**config.mk**
```make
export PLATFORM = sky130hd
export DESIGN_NAME = rssb_serial_mem
export DESIGN_NICKNAME = d
export VERILOG_FILES = /design/src/rtl/rssb_serial_mem.sv
export SDC_FILE = /design/constraint.sdc
export NUM_CORES = 1
export LEC_CHECK = 0
export CORE_MARGIN = 5
export CORE_UTILIZATION = 62
export CTS_BUF_LIST = sky130_fd_sc_hd__clkbuf_8
export DETAILED_ROUTE_END_ITERATION = 8
export DONT_BUFFER_PORTS = 1
export GPL_TIMING_DRIVEN = 0
export PLACE_DENSITY_LB_ADDON = 0.1
export RECOVER_POWER = 50
export SLEW_MARGIN = 5
export SYNTH_ARGS = -nofsm -noshare
export SYNTH_HDL_FRONTEND = slang
export SYNTH_SLANG_ARGS = --single-unit
```
**constraint.sdc**
```tcl
create_clock -name clk -period 7.7 [get_ports clk]
set_input_delay 1.155 -clock clk [delete_from_list [all_inputs] [get_ports clk]]
set_output_delay 1.155 -clock clk [all_outputs]
set_load 0.02 [all_outputs]
```
**src/rtl/rssb_serial_mem.sv**
```systemverilog
// rssb_serial_mem: bit-serial operand memory for the 1-bit RSSB CPU.
// Reads one word, streams it LSB-first as operand bits, captures the serial
// result in the same slots and optionally writes the reassembled word back.
// A parallel host port preloads/inspects memory while idle.
// Optional feature macro: RSSB_SERIAL_MEM_PARITY_EN (adds an even-parity slot
// after the data bits and the par_err_o output).
module rssb_serial_mem #(
  parameter int unsigned WIDTH = 8,
  parameter int unsigned DEPTH = 16,
  parameter int unsigned AW    = $clog2(DEPTH)
) (
  input  logic             clk,
  input  logic             rst,
  input  logic             start_i,
  input  logic [AW-1:0]    addr_i,
  input  logic             wb_i,
  output logic             bit_o,
  output logic             bit_vld_o,
  input  logic             result_i,
  output logic             busy_o,
  output logic             done_o,
  output logic [WIDTH-1:0] last_o,
  input  logic             host_we_i,
  input  logic [AW-1:0]    host_addr_i,
  input  logic [WIDTH-1:0] host_wdata_i,
  output logic [WIDTH-1:0] host_rdata_o,
  output logic             host_err_o
`ifdef RSSB_SERIAL_MEM_PARITY_EN
  ,
  output logic             par_err_o
`endif
);

  localparam int unsigned CW = $clog2(WIDTH) + 1;

  typedef enum logic [2:0] {
    IDLE  = 3'd0,
    LOAD  = 3'd1,
    SHIFT = 3'd2,
    WB    = 3'd3,
    DONE  = 3'd4
  } state_t;

  state_t           state;
  logic [WIDTH-1:0] mem [DEPTH];
  logic [WIDTH-1:0] op_sreg;
  logic [WIDTH-1:0] res_sreg;
  logic [AW-1:0]    addr_q;
  logic             wb_q;
  logic [CW-1:0]    cnt;
  logic             wb_ok_c;
`ifdef RSSB_SERIAL_MEM_PARITY_EN
  logic             par_q;
  logic             par_bad_q;
`endif

  // Operand bit is the LSB of the shift register; it drains to zero outside SHIFT.
  assign bit_o = op_sreg[0];

  // Host read port is live in every state.
  assign host_rdata_o = mem[host_addr_i];

  // Write-back is allowed when requested and (if enabled) the parity echo matched.
`ifdef RSSB_SERIAL_MEM_PARITY_EN
  assign wb_ok_c = wb_q & ~par_bad_q;
`else
  assign wb_ok_c = wb_q;
`endif

  // Transaction FSM, serial datapath and memory array.
  always_ff @(posedge clk or posedge rst) begin
    if (rst) begin
      state      <= IDLE;
      op_sreg    <= '0;
      res_sreg   <= '0;
      addr_q     <= '0;
      wb_q       <= 1'b0;
      cnt        <= '0;
      bit_vld_o  <= 1'b0;
      busy_o     <= 1'b0;
      done_o     <= 1'b0;
      last_o     <= '0;
      host_err_o <= 1'b0;
`ifdef RSSB_SERIAL_MEM_PARITY_EN
      par_q      <= 1'b0;
      par_bad_q  <= 1'b0;
      par_err_o  <= 1'b0;
`endif
      for (int i = 0; i < int'(DEPTH); i++) begin
        mem[i] <= '0;
      end
    end else begin
      done_o     <= 1'b0;
`ifdef RSSB_SERIAL_MEM_PARITY_EN
      par_err_o  <= 1'b0;
`endif
      // Host writes are only honoured in IDLE without a competing start.
      host_err_o <= host_we_i & ((state != IDLE) | start_i);

      case (state)
        IDLE: begin
          if (start_i) begin
            addr_q <= addr_i;
            wb_q   <= wb_i;
            busy_o <= 1'b1;
            state  <= LOAD;
          end else if (host_we_i) begin
            mem[host_addr_i] <= host_wdata_i;
          end
        end

        LOAD: begin
          op_sreg   <= mem[addr_q];
          cnt       <= '0;
          bit_vld_o <= 1'b1;
`ifdef RSSB_SERIAL_MEM_PARITY_EN
          par_q     <= ^mem[addr_q];
`endif
          state     <= SHIFT;
        end

        SHIFT: begin
          cnt <= cnt + CW'(1);
          if (cnt < CW'(WIDTH)) begin
            res_sreg <= {result_i, res_sreg[WIDTH-1:1]};
            op_sreg  <= op_sreg >> 1;
            if (cnt == CW'(WIDTH - 1)) begin
`ifdef RSSB_SERIAL_MEM_PARITY_EN
              op_sreg   <= WIDTH'(par_q);
`else
              bit_vld_o <= 1'b0;
              state     <= WB;
`endif
            end
          end else begin
`ifdef RSSB_SERIAL_MEM_PARITY_EN
            par_bad_q <= result_i ^ (^res_sreg);
`endif
            op_sreg   <= '0;
            bit_vld_o <= 1'b0;
            state     <= WB;
          end
        end

        WB: begin
          if (wb_ok_c) begin
            mem[addr_q] <= res_sreg;
          end
          last_o    <= res_sreg;
          busy_o    <= 1'b0;
          done_o    <= 1'b1;
`ifdef RSSB_SERIAL_MEM_PARITY_EN
          par_err_o <= par_bad_q;
`endif
          state     <= DONE;
        end

        DONE: begin
          state <= IDLE;
        end

        default: begin
          state <= IDLE;
        end
      endcase
    end
  end

endmodule

```
* Word level (Yosys, flattened, before mapping)
Index checks and enable logic that the tools add are counted.
** Word-level totals
- Bits in registers :: 168
- Latch bits :: 0
- Logic and storage cells :: 87
- Memory bits (writable) :: 0
- ROM bits :: 0
- Memories :: 0
** Cells by class
- Magnitude comparators :: 5
- Shift-type cells :: 0
- Eq/ne operators :: 9
- $add $sub $neg :: 1
- Multiplexer cells :: 29
- Multiply operators :: 0
- Reduce and logical (&&, ||, !) cells :: 12
- Divide/modulo/power cells :: 0
- Bitwise gates (word level) :: 4
** Operators with widths (number)
- two-way mux 128 bit :: 3
- bitwise mux 128 bit :: 2
- case mux 128 bit (2 select lines) :: 1
- binary-select mux 8 bit (select 4 bit) :: 2
- demux 8 bit (select 4 bit) :: 2
- two-way mux 8 bit :: 6
- case mux 8 bit (2 select lines) :: 1
- case mux 3 bit (4 select lines) :: 1
- >= comparator 5 bit (second input constant) :: 2
- less-than comparator 5 x 1 -> 1 bit (second input constant) :: 2
- inverter 4 -> 5 bit :: 2
- AND reduction 2 bit :: 5
- two-way mux 3 bit :: 3
- inequality test 2 bit (second input constant) :: 4
- case mux 4 bit (2 select lines) :: 1
- two-way mux 7 bit :: 1
- equality test 3 x 2 -> 1 bit (second input constant) :: 2
- adder 4 x 1 -> 4 bit (second input constant) :: 1
- equality test 4 x 3 -> 1 bit (second input constant) :: 1
- less-than comparator 4 bit (second input constant) :: 1
- two-way mux 1 bit :: 4
- case mux 1 bit (2 select lines) :: 2
- AND reduction 4 bit :: 1
- nonzero test 2 bit :: 2
- other kinds (7) :: 8

* Depth between registers and ports, before layout
- Depth after elaboration :: 9
- Mapped depth :: 9
- Mapped depth without buffers :: 5

* Worst setup path after synthesis
OpenSTA, ideal clock, no wires.
- Path kind :: input to output
- Start point :: input host_addr_i[0]
- End point :: output host_rdata_o[0]
- Slack :: 3.725 ns
- Data required time :: 6.545 ns
- Arrival time :: 2.820 ns
- Cell stages on the path :: 5
- Cells stage by stage :: buf_4 -> buf_4 -> buf_2 -> mux4_2 -> mux4_2
** Between the ends
- Longest elaborated chain between the ends :: 4
** Ends and longest elaborated chain
- from (decl) :: RTL line 24 : input logic [AW-1:0] host_addr_i,
- inverter 4 -> 5 bit (not written as such) :: RTL line 61 : assign host_rdata_o = mem[host_addr_i];
- binary-select mux 8 bit (select 4 bit) :: RTL line 61
- two-way mux 8 bit (not written as such) (2 in a row) :: RTL line 61
- to (decl) :: RTL line 26 : output logic [WIDTH-1:0] host_rdata_o,
Every way passes these cells. The select of a mux whose other input is x is not followed.

==> metrics.md <==
| Metric | Value |
|---|---|
| Status | `complete, but fails checks` |
| Failing checks | `capacitance limit, slew limit` |
| Post-Synth Adder-Cell Area | `0.121%` |
| Post-synthesis mux area share | `33.8%` |
| Area fraction in compound gates after synthesis | `11.4%` |
| Worst Path Required | `7.86 ns` |
| I/O Pins | `43` |
| Post-synthesis sequential area ratio | `40.7%` |
| RSZ-0062 raised after global routing | `false` |
| CP startpoint kind | `input port` |
| Total Wirelength | `33.1 mm` |
| Nets | `853` |
| Total grt overflow | `0` |
| Crit end category | `async pin` |
| Multi-input combinational cell area | `5640 um^2` |
| Via density | `7.47` |
| Reported max-cap violation count | `3` |
| Ys Warns | `0` |
| Post-cts sizing count | `0` |
| Reg clk slew, reported paths | `0.08 ns` |
| Area Growth Syn to Fin | `7.08%` |
| Clock Path Buffers | `2` |
| FF-to-FF path depth | `3` |
| Row Count | `47` |
| Final Hold Fails | `0` |
| Pwr Density | `393 nW/um^2` |
| Setup_tns | `0 ns` |
| Hold Crit Depth | `1` |
| Final slew viol count | `179` |
| DP Area | `10600 um^2` |
| Post-Synth XOR/XNOR Area | `0%` |
| Number of global-route vias before repair | `8106` |
| Antenna Nets Post-Route | `0` |
| Chip height | `139 um` |
| Critical path depth | `2` |
| Synth Register Bits | `168` |
| Slew margin rel. | `-163%` |
| Worst-Margin Slew | `3.93 ns` |
| Setup Buffers After CTS | `0` |
| Final Util | `67.2%` |
| Worst hold path class | `reg2reg` |
| Simple-Gate Fraction of Synth Area | `9.41%` |
| Final Cycle Share | `65.1%` |
| Initial Utilization | `62.8%` |
| Num CTS Buffers | `17` |
| Period minus WS final | `5.01 ns` |
| Design area | `11100 um^2` |
| Worst vdd ir | `0.250 mV` |
| First-pass GRT wire length | `51.0 mm` |
| CTS H-tree lvls | `4` |
| Post-Syn Instances | `810` |
| Synth Cell Area | `10300 um^2` |
| Post-synth EDFFs | `0` |
| GRT Resource Usage Total | `34.7%` |
| Asr flop ratio synth | `100%` |
| Main synth FF type | `dfrtp_1` |
| Netlist cell types | `49` |
| Pin count of the biggest net entering global routing | `86` |
| Worst path slowest cell | `clkinvlp_2` |
| Syn Area/Cell | `12.8 um^2` |
| Die Width | `139 um` |
| CTS tree | `built` |
| Share of layout cells above drive strength 1 | `37.9%` |
| Setup Viol. Count Final | `0` |
| Max Fclk | `0.199 GHz` |
| Cells after DPL | `1031` |
| Pre-CTS setup slack | `3.26 ns` |
| CP Cell Sequence | `clkinvlp_2, clkbuf_2` |
| DR WL/cell | `31.1 um` |
| Setup ws final | `2.69 ns` |
| Drt first pass iters | `8` |
| Total power | `4.35 mW` |
| Layout Cells excl Fill | `1063` |
| DR vias | `7942` |
| CP max stage delay | `2.17 ns` |
| Hold Buf Count CTS | `0` |
| Detail Placement HPWL | `23.8 mm` |
| CTS Sinks | `168` |
| Clock skew | `0.0197 ns` |
| GP Congestion | `0.973` |
| WP data arrival | `5.17 ns` |
| Largest family of logic cells by synthesized area | `multiplexers` |
| Die area | `19400 um^2` |
| Initial antenna violation count | `1` |
| Leak Pwr | `4.62 nW` |
| FILL cells | `1228` |
| Crit path buffers/inverters | `2` |
| Crit-path max FO | `85` |
| Syn_nets | `833` |
| Core area | `16500 um^2` |
| DRC viols | `0` |
| Setup Crit Path Kind | `in2async` |
| Worst hold margin | `0.519 ns` |
| Clk root buf | `clkbuf_8` |
| Largest delay share family, worst path | `buffers and inverters` |
| Latest clock arrival within the worst-skew pair | `0.47 ns` |
| Initial DRC count | `907` |
| Port Buffer Count | `0` |
| Sequential Area | `4200 um^2` |
==> layer usage <==
layer  global-route usage (%)  vias up  routed length [um]
met5                        0        -                   7
met4                     15.7        2                1680
met3                     12.6      102                4010
met2                     52.8      546               15100
met1                     44.8     4062               12300
li1                         -     3230                   -
==> final cells by class <==
| class | count | share of cell area, % |
|---|---|---|
| clock buffer | 18 | 2.24 |
| buffer | 85 | 3.92 |
| tap | 220 | 2.49 |
| multi-input combinational | 546 | 51.0 |
| timing repair buffer | 1 | 0.0452 |
| inverter | 11 | 0.384 |
| sequential | 168 | 38.0 |
| clock inverter | 13 | 1.96 |
| antenna | 1 | 0.0226 |
==> registers in the layout, indices dropped and copies added, names as in the netlist <==
register    cells
bit_vld_o       1
cnt             4
done_o          1
mem           128
last_o          8
res_sreg        8
state           3
addr_q          4
host_err_o      1
op_sreg         8
wb_ok_c         1
busy_o          1
==> logic make-up (layout without fill, tap and decap cells) <==
| kind of cell | after synthesis | count (layout) |
|---|---|---|
| fa+ha+maj | 1 | 1 |
| other cells | 0 | 1 |
| mux | 238 | 238 |
| simple gates | 134 | 134 |
| flops | 168 | 168 |
| buf+inv | 96 | 128 |
| compound gates | 173 | 173 |
==> cell usage after synthesis (all sizes together), types with 3 or more instances <==
cell type | instances | area share [%]
nand3 | 24 | 1.2
inv | 10 | 0.36
nand4 | 3 | 0.18
dfrtp | 168 | 41
nand4b | 8 | 0.68
a22oi | 14 | 1.0
nor2 | 27 | 2.7
a32oi | 6 | 0.51
or4bb | 7 | 0.76
nor2b | 4 | 0.24
o21ai | 7 | 0.52
mux4 | 58 | 13
buf | 56 | 3.2
nand4bb | 5 | 0.54
o22ai | 129 | 7.8
mux2i | 28 | 2.7
mux2 | 152 | 18
a21o | 3 | 0.29
clkbuf | 29 | 1.1
or4b | 9 | 0.91
nand2 | 36 | 1.3
and2 | 3 | 0.18
o311a | 7 | 0.68
==> final timing paths <==
check / from / endpoint / slack [ns]
max: rst / wb_ok_c$_DFFE_PP0P_ / 2.69
min: cnt[0]$_DFFE_PP0P_ / cnt[0]$_DFFE_PP0P_ / 0.52
max reg2reg: state[2]$_DFFE_PP0P_ / wb_ok_c$_DFFE_PP0P_ / 4.54
min reg2reg: cnt[0]$_DFFE_PP0P_ / cnt[0]$_DFFE_PP0P_ / 0.52
max in group clk: host_addr_i[1] / host_rdata_o[2] / 3.16
min in group asynchronous: rst / mem[94]$_DFFE_PP0P_ / 1.74
==> where the power goes <==
group	switching [mW]	internal, mW
Combinational	1.12	0.929
Clock	0.351	0.398
Sequential	0.323	1.23
==> placed cells by master (no fill, tap or decap), types with 2 or more instances in the layout <==
master and instances:
nor2b_1 4, or4b_1 8, o21ai_2 5, or3b_2 2, inv_1 9, clkbuf_2 4, buf_2 43, nand4_1 3
or4bb_1 7, nand3_1 24, o21ai_0 2, clkbuf_8 18, nand2_1 36, mux2i_1 28, a22oi_1 14, clkinvlp_4 2
buf_4 5, a22o_1 2, clkbuf_1 29, a32oi_1 6, a21o_1 2, nand4b_1 8, buf_6 3, and2_1 3
nor2_8 11, dfrtp_1 168, inv_6 3, or4_1 2, mux2_4 51, o311a_1 7, nor2_1 15, mux4_2 58
bufinv_16 5, mux2_2 100, o22ai_1 129, nand4bb_1 5
Note: power is estimated with default switching activity, not from simulation.
